<file path="config.mk">
export PLATFORM = sky130hd
export DESIGN_NAME = pal_reg
export DESIGN_NICKNAME = d
export VERILOG_FILES = /design/src/rtl/pal_reg.sv
export SDC_FILE = /design/constraint.sdc
export NUM_CORES = 1
export LEC_CHECK = 0
export ABC_CLOCK_PERIOD_IN_PS = 1630
export BUFFER_PORTS_ARGS = -buffer_cell sky130_fd_sc_hd__buf_2
export CAP_MARGIN = 20
export CELL_PAD_IN_SITES_DETAIL_PLACEMENT = 0
export CELL_PAD_IN_SITES_GLOBAL_PLACEMENT = 1
export CORE_MARGIN = 3
export CORE_UTILIZATION = 35
export CTS_CLUSTER_DIAMETER = 50
export CTS_CLUSTER_SIZE = 28
export DETAILED_ROUTE_END_ITERATION = 8
export PLACE_DENSITY_LB_ADDON = 0.1
export REMOVE_ABC_BUFFERS = 1
export SLEW_MARGIN = 15
export SYNTH_ARGS = -nofsm -noshare
export SYNTH_HDL_FRONTEND = slang
export SYNTH_SLANG_ARGS = --single-unit
</file>
<file path="constraint.sdc">
create_clock -name CLK -period 1.63 [get_ports CLK]
set_input_delay 0.0815 -clock CLK [delete_from_list [all_inputs] [get_ports CLK]]
set_output_delay 0.0815 -clock CLK [all_outputs]
set_load 0.05 [all_outputs]
</file>
<file path="src/rtl/pal_reg.sv">
// pal_reg: serially configured PAL with shadow/active configuration and optional registered macrocells
module pal_reg #(
    parameter int N = 4,
    parameter int M = 3,
    parameter int P = 3
) (
    input  logic         CLK,
    input  logic         RST_N,
    input  logic         CFG_EN,
    input  logic         CFG,
    input  logic         CFG_COMMIT,
    input  logic [N-1:0] INPUT_VARS,
    output logic [M-1:0] OUTPUT_VALS,
    output logic         CFG_DONE,
    output logic         CFG_ERR
);
    localparam int L  = 2*N*P + M*P + 2*M;
    localparam int CW = $clog2(L + 1);
    localparam int AB = 2*M + M*P;

    typedef enum logic [1:0] {IDLE, SHIFT, READY} state_t;

    state_t        state_q, state_d;
    logic [L-1:0]  shadow_q, shadow_d, active_q, active_d;
    logic [CW-1:0] cnt_q, cnt_d;
    logic [M-1:0]  mc_q, f;
    logic [P-1:0]  term;
    logic          done_q, err_q, commit_ok, shift;

    // next-state for the configuration path; a rejected commit also blocks shifting
    always_comb begin
        commit_ok = CFG_COMMIT && !CFG_EN && state_q == READY;
        shift     = CFG_EN && !CFG_COMMIT;
        shadow_d  = shift ? {shadow_q[L-2:0], CFG} : shadow_q;
        active_d  = commit_ok ? shadow_q : active_q;
        cnt_d     = commit_ok ? '0 : (shift && cnt_q != CW'(L)) ? cnt_q + CW'(1) : cnt_q;
        state_d   = cnt_d == '0 ? IDLE : cnt_d == CW'(L) ? READY : SHIFT;
    end

    for (genvar p = 0; p < P; p++) begin : g_term
        logic [2*N-1:0] lit;
        logic [N-1:0]   ok;
        assign lit = active_q[AB + p*2*N +: 2*N];
        for (genvar i = 0; i < N; i++) begin : g_lit
            assign ok[i] = (!lit[2*i] || INPUT_VARS[i]) && (!lit[2*i+1] || !INPUT_VARS[i]);
        end
        assign term[p] = (|lit) && (&ok);
    end

    for (genvar m = 0; m < M; m++) begin : g_mc
        assign f[m]           = (|(term & active_q[2*M + m*P +: P])) ^ active_q[m];
        assign OUTPUT_VALS[m] = active_q[M + m] ? mc_q[m] : f[m];
    end

    assign CFG_DONE = done_q;
    assign CFG_ERR  = err_q;

    // configuration FSM, error pulse and macrocell flops
    always_ff @(posedge CLK or negedge RST_N) begin
        if (!RST_N) begin
            state_q  <= IDLE;
            shadow_q <= '0;
            active_q <= '0;
            cnt_q    <= '0;
            mc_q     <= '0;
            done_q   <= 1'b0;
            err_q    <= 1'b0;
        end else begin
            state_q  <= state_d;
            shadow_q <= shadow_d;
            active_q <= active_d;
            cnt_q    <= cnt_d;
            mc_q     <= f;
            done_q   <= state_d == READY;
            err_q    <= CFG_COMMIT && !commit_ok;
        end
    end
endmodule

</file>
==> flow_summary.toml, run 1 <==
[outcome]
status = "complete, but fails checks"
violations = "setup timing"

[cells_and_area]
seq_area_um2 = 2250
multi_input_area_um2 = 1610
nNetsFinal = 408
fillers = 1000
final_layout_size_suffix_gt1_share_pct = 32.5
syn_to_final_growth_pct = 20.6
n_antenna_cell = 0
final_cells = 539

[synthesis]
synth_top_cell_area_share_pct = 58.7
avgSynthCellArea_um2 = 11.1
synth_top_cell_by_area = "dfrtp_1"
synth_flop_cell = "dfrtp_1"
synth_edf_count = 0
yosysMostFrequentCell = "nand2_1"
seq_area_frac_synth_pct = 58.7
ys_top_cells_by_count = "nand2_1 (125), dfrtp_1 (90), mux2_2 (39), mux2i_1 (11), clkbuf_1 (10)"
async_flop_share_pct = 100
ys_ff_latch = 90
yosysWarnings = 0
synthTopCellsByArea = "dfrtp_1 (59%), nand2_1 (12%), mux2_2 (11%)"
syn_inst = 347
synth_cell_types = 35
syn_area_um2 = 3840

[drt]
drtIter0Drc = 135
wl_per_cell_um = 14.4
wl_um = 7790
via_per_inst = 4.67
ant_nets = 0
vias = 2519
drc = 0
drt-pass1-iter-count = 4

[cts]
insertion_delay_ps = 350
cts_buffer_depth = 2
cts_tree = "yes"
cts_buffers = 9
h-tree-depth = 3
clk_pin_slew_ps = 90
root_buffer = "clkbuf_8"
cts_sinks = 90

[sta]
setup_viol = 8
fin_crit_sh_pct = 147
hold_viol_final = 0
period_minus_slack_ps = 2400
worstMarginPinSlew_ps = 444
max_freq_ghz = 0.417
worst_slack_ps = -765
drv_slew = 0
rsz0062_at_grt = "true"
finClkSkew_ps = 13.3
slew_headroom_pct = 70.4

[global_routing]
grt_max_degree = 41
grt_pass1_wl_um = 13300
antenna_found_initial = 0
grt_use_total_pct = 13.3
grt_pass1_vias = 2640
grt-ovfl-total = 0

[die]
start_util_pct = 36.5
fp-row-count = 37
core-area_um2 = 10500
io_pins = 14
die_w_um = 111
chipHeight_um = 111
dieArea_um2 = 12300

[power]
p_seq_share_pct = 55.5
netSwitchingFraction_pct = 28.2
max-vdd-ir-drop_uv = 494
pwr-share-comb_pct = 16.3
p_per_area_nw_per_um2 = 1050
cell_internal_pwr_w = 0.00348
p_clk_share_pct = 28.1
leakage_nw = 2.39
p_switching_w = 0.00136
fin_total_pwr_w = 0.00484

[critical_path]
cp_num_buf_inv = 1
r2r_slack_ps = -150
cp.required_ps = 1550
cpPeakStageDelay_ps = 540
crit_fanout = 3
cp_slowest_cell = "or4_4"
cp_top_family = "simple AND/OR/NAND/NOR gates"
path_cells = "or4_4 > nor2_4 > nor3b_1 > o31a_1 > o31ai_1 > buf_4"
arrival_ps = 2310
startpoint_type = "flop"
endpoint_kind = "output port"
criticalPathCategory = "reg -> out"

[placement]
dp_cells = 519
dp_slack_ps = -471
routabilityCongestion = 0.749
dp_hpwl_um = 5410
port_buffers = 13

[min_path]
hold_path_class = "in -> reg"

[job]
maxCapViolCount = 0
routing by layer:
| layer | vias up | GRT usage (%) | wire [um] |
|---|---|---|---|
| met2 | 20 | 19.8 | 3470 |
| met5 | - | 0 | 0 |
| met4 | 0 | 3.94 | 81 |
| met3 | 7 | 2.84 | 193 |
| met1 | 1219 | 19.5 | 4040 |
| li1 | 1273 | - | - |
cell type report:
cell class                 instances  area share [%]
inverter                           1          0.0810
sequential                        90            48.6
clock inverter                     6           0.918
multi-input combinational        240            34.8
clock buffer                      10            2.76
timing repair buffer              56            9.13
tap                              136            3.67
what timing repair did:
action,in CTS,in global routing
hold buffers,2,0
setup endpoints to repair,8,8
buffers inserted,1,1
pin swaps,2,2
hold endpoints to repair,91,0
gates resized for setup,11,6
flip-flops by register name, indices dropped and copies added (netlist names):
register  flops
active_q     39
shadow_q     39
cnt_q         6
mc_q          3
CFG_DONE      1
CFG_ERR       1
state_q       1
layout by cell type, fill, tap and decap left out, types with 4 or more instances in the layout:
master / n
nand2_1: 125
dfrtp_1: 90
buf_4: 42
mux2_2: 39
mux2i_1: 10
clkbuf_8: 9
buf_2: 9
nor3b_1: 7
nor2_1: 5
nor4_2: 5
and3_1: 4
or4_4: 4
kinds of logic (layout without fill, tap and decap cells):
| group | Yosys count | in the layout | synth area share (%) |
|---|---|---|---|
| simple gates | 169 | 169 | 20.8 |
| flops | 90 | 90 | 58.7 |
| mux | 53 | 53 | 15.2 |
| buf+inv | 17 | 73 | 1.76 |
| compound gates | 15 | 15 | 2.87 |
| xor+xnor | 2 | 2 | 0.456 |
| fa+ha+maj | 1 | 1 | 0.326 |
path summary, 6_finish.rpt:
kind / endpoint / start / cells after the start
min in group asynchronous: shadow_q[4] / RST_N / 2
max reg2reg: mc_q[0] / active_q[37] / 6
max: OUTPUT_VALS[2] / active_q[37] / 6
max in group asynchronous: shadow_q[2] / RST_N / 3
min: CFG_ERR / CFG_COMMIT / 2
min reg2reg: active_q[12] / active_q[12] / 2
power by group through the flow:
stage          sequential [W]  combinational (W)  clock [W]
3_3_place_gp          0.00273           0.000723          0
4_1_cts               0.00269           0.000792    0.00142
3_5_place_dp          0.00274           0.000730          0
2_1_floorplan         0.00270           0.000414          0
5_1_grt               0.00273           0.000885    0.00154
6_report              0.00269           0.000792    0.00136
per-stage QoR:
stage               area, um2  TNS, ps  util, %  hold WS, ps
finish                   4630    -2720     44.1         27.1
global route             4630    -3550     44.1         16.1
CTS                      4590    -2780     43.7         11.3
detailed placement       4350    -1920     41.4         9.56
global placement         4350    -1880     41.4         9.35
floorplan                3780  -153930        -         -214
No activity file was read; power rests on OpenSTA's default activity.
==> run 2, diff against run 1 <==
==> constraint.sdc (replaced) <==
create_clock -name CLK -period 1.63 [get_ports CLK]
set_input_delay 0.0815 -clock CLK [delete_from_list [all_inputs] [get_ports CLK]]
set_output_delay 0.0815 -clock CLK [all_outputs]
set_load 0.005 [all_outputs]
==> run 2 against run 1 <==
  * The run still ends with setup timing left
  * Die area did not move
  * Total power rose by 3.9%
  * Fmax rose by 3.1%
  * Clock-buffer cell count did not move
  * Wire length rose by 0.86%
  * Global-route usage rose by 0.12 points
  * Clock power rose by 14%
  * Largest cell class unchanged
==> flow_summary.toml, run 2 (synthesis results as in run 1) <==
[critical_path]
startpoint_type = "flop"
criticalPathCategory = "reg -> out"
cp.required_ps = 1550
crit_fanout = 3
arrival_ps = 2240
endpoint_kind = "output port"

[sta]
worst_slack_ps = -692
worstMarginPinSlew_ps = 438
rsz0062_at_grt = "true"
slew_headroom_pct = 70.8
period_minus_slack_ps = 2320
finClkSkew_ps = 6.23
hold_slack_ps = 23.2
fin_crit_sh_pct = 142
drv_slew = 0
max_freq_ghz = 0.431
hold_viol_final = 0
setup_viol = 8

[global_routing]
grt-ovfl-total = 0
grt_pass1_vias = 2685
grt_max_degree = 41
grt_use_total_pct = 13.4
grt_pass1_wl_um = 13500
antenna_found_initial = 0

[cts]
insertion_delay_ps = 350
cts_buffers = 9
root_buffer = "clkbuf_8"
cts_sinks = 90
cts_buffer_depth = 2
clk_pin_slew_ps = 90
cts_tree = "yes"
h-tree-depth = 3

[cells_and_area]
final_layout_size_suffix_gt1_share_pct = 32.3
final_cell_mix = "nand2_1 (125), dfrtp_1 (90), mux2_2 (39)"
nNetsFinal = 404
final_common_cell = "nand2_1"
reg_top3 = "active_q (39), shadow_q (39), cnt_q (6)"
n_antenna_cell = 0
syn_to_final_growth_pct = 20.8
final_cells = 535

[drt]
wl_um = 7850
drt-pass1-iter-count = 4
wl_per_cell_um = 14.7
drc = 0
ant_nets = 0
drtIter0Drc = 69
vias = 2542
via_per_inst = 4.75

[placement]
dp_slack_ps = -350
dp_hpwl_um = 5300
dp_cells = 515
routabilityCongestion = 0.716
port_buffers = 13

[die]
chipHeight_um = 111
die_w_um = 111
start_util_pct = 36.5
core-area_um2 = 10500
fp-row-count = 37
io_pins = 14
dieArea_um2 = 12300

[power]
p_per_area_nw_per_um2 = 1090
leakage_nw = 2.39
max-vdd-ir-drop_uv = 575

[job]
maxCapViolCount = 0

[min_path]
hold_path_class = "in -> reg"

[outcome]
status = "complete, but fails checks"
violations = "setup timing"
## run 2: cell count changes in the layout (fill, tap and decap cells not counted), sizes merged
cell,before,now
buf,54,50
bufinv,0,1
clkinv,3,2
clkinvlp,2,3
inv,2,1
## run 2: layout make-up
cell class	count	area [um2]
Fill cell	1016	5870
Timing Repair Buffer	52	390
Multi-Input combinational cell	240	1620
Clock buffer	10	138
Clock inverter	6	66.3
Inverter	1	3.75
Sequential cell	90	2250
Tap cell	136	170
## run 2: metrics by stage
| step | setup TNS [ps] | area, um2 | util [%] | power (W) |
|---|---|---|---|---|
| 3_3_place_gp | -1260 | 4330 | 41.2 | 0.00343 |
| 4_1_cts | -2430 | 4610 | 43.9 | 0.00510 |
| 5_1_grt | -3110 | 4640 | 44.1 | 0.00533 |
| 3_5_place_dp | -1440 | 4330 | 41.2 | 0.00344 |
| 2_1_floorplan | -137480 | 3780 | - | 0.00310 |
| 6_report | -2240 | 4640 | 44.1 | 0.00503 |
## run 2: worst max-delay path, cell delays in order (launching register included)
cell,delay (ps)
dfrtp_1,390
or4_4,550
nor2_4,160
nor3b_1,100
o31a_1,310
o31ai_2,240
buf_2,150
## run 2: timing repair
item | 4_1_cts | 5_1_grt
pin swaps | 6 | 1
endpoints found under the hold margin | 53 | 0
hold buffers | 2 | 0
resized for setup | 10 | 3
buffers inserted | 1 | 1
setup endpoints to repair | 8 | 8
## run 2: report_power, final
part           switching (W)  internal [W]
Combinational       0.000364      0.000435
Sequential          0.000194       0.00249
Clock               0.000801      0.000750
## run 2: worst paths after layout
kind,cells past startpoint,from,endpoint,slack [ps]
max in group asynchronous,3,RST_N,shadow_q[12],900
worst min-delay path,2,CFG_COMMIT,CFG_ERR,20
worst max register to register,5,active_q[32],mc_q[0],-70
worst min register to register,2,active_q[10],active_q[10],470
worst max-delay path,6,active_q[32],OUTPUT_VALS[0],-690
min in group asynchronous,2,RST_N,shadow_q[6],190
## run 2: layer usage
layer  global-route usage, %  routed length, um  share of wire, %  up-vias
met5                       0                  0                 0        -
met4                    3.94                 85               1.1        0
met3                    3.33                223               2.8        8
met2                    21.3               3670                47       23
met1                    18.3               3880                49     1236
li1                        -                  -                 -     1275
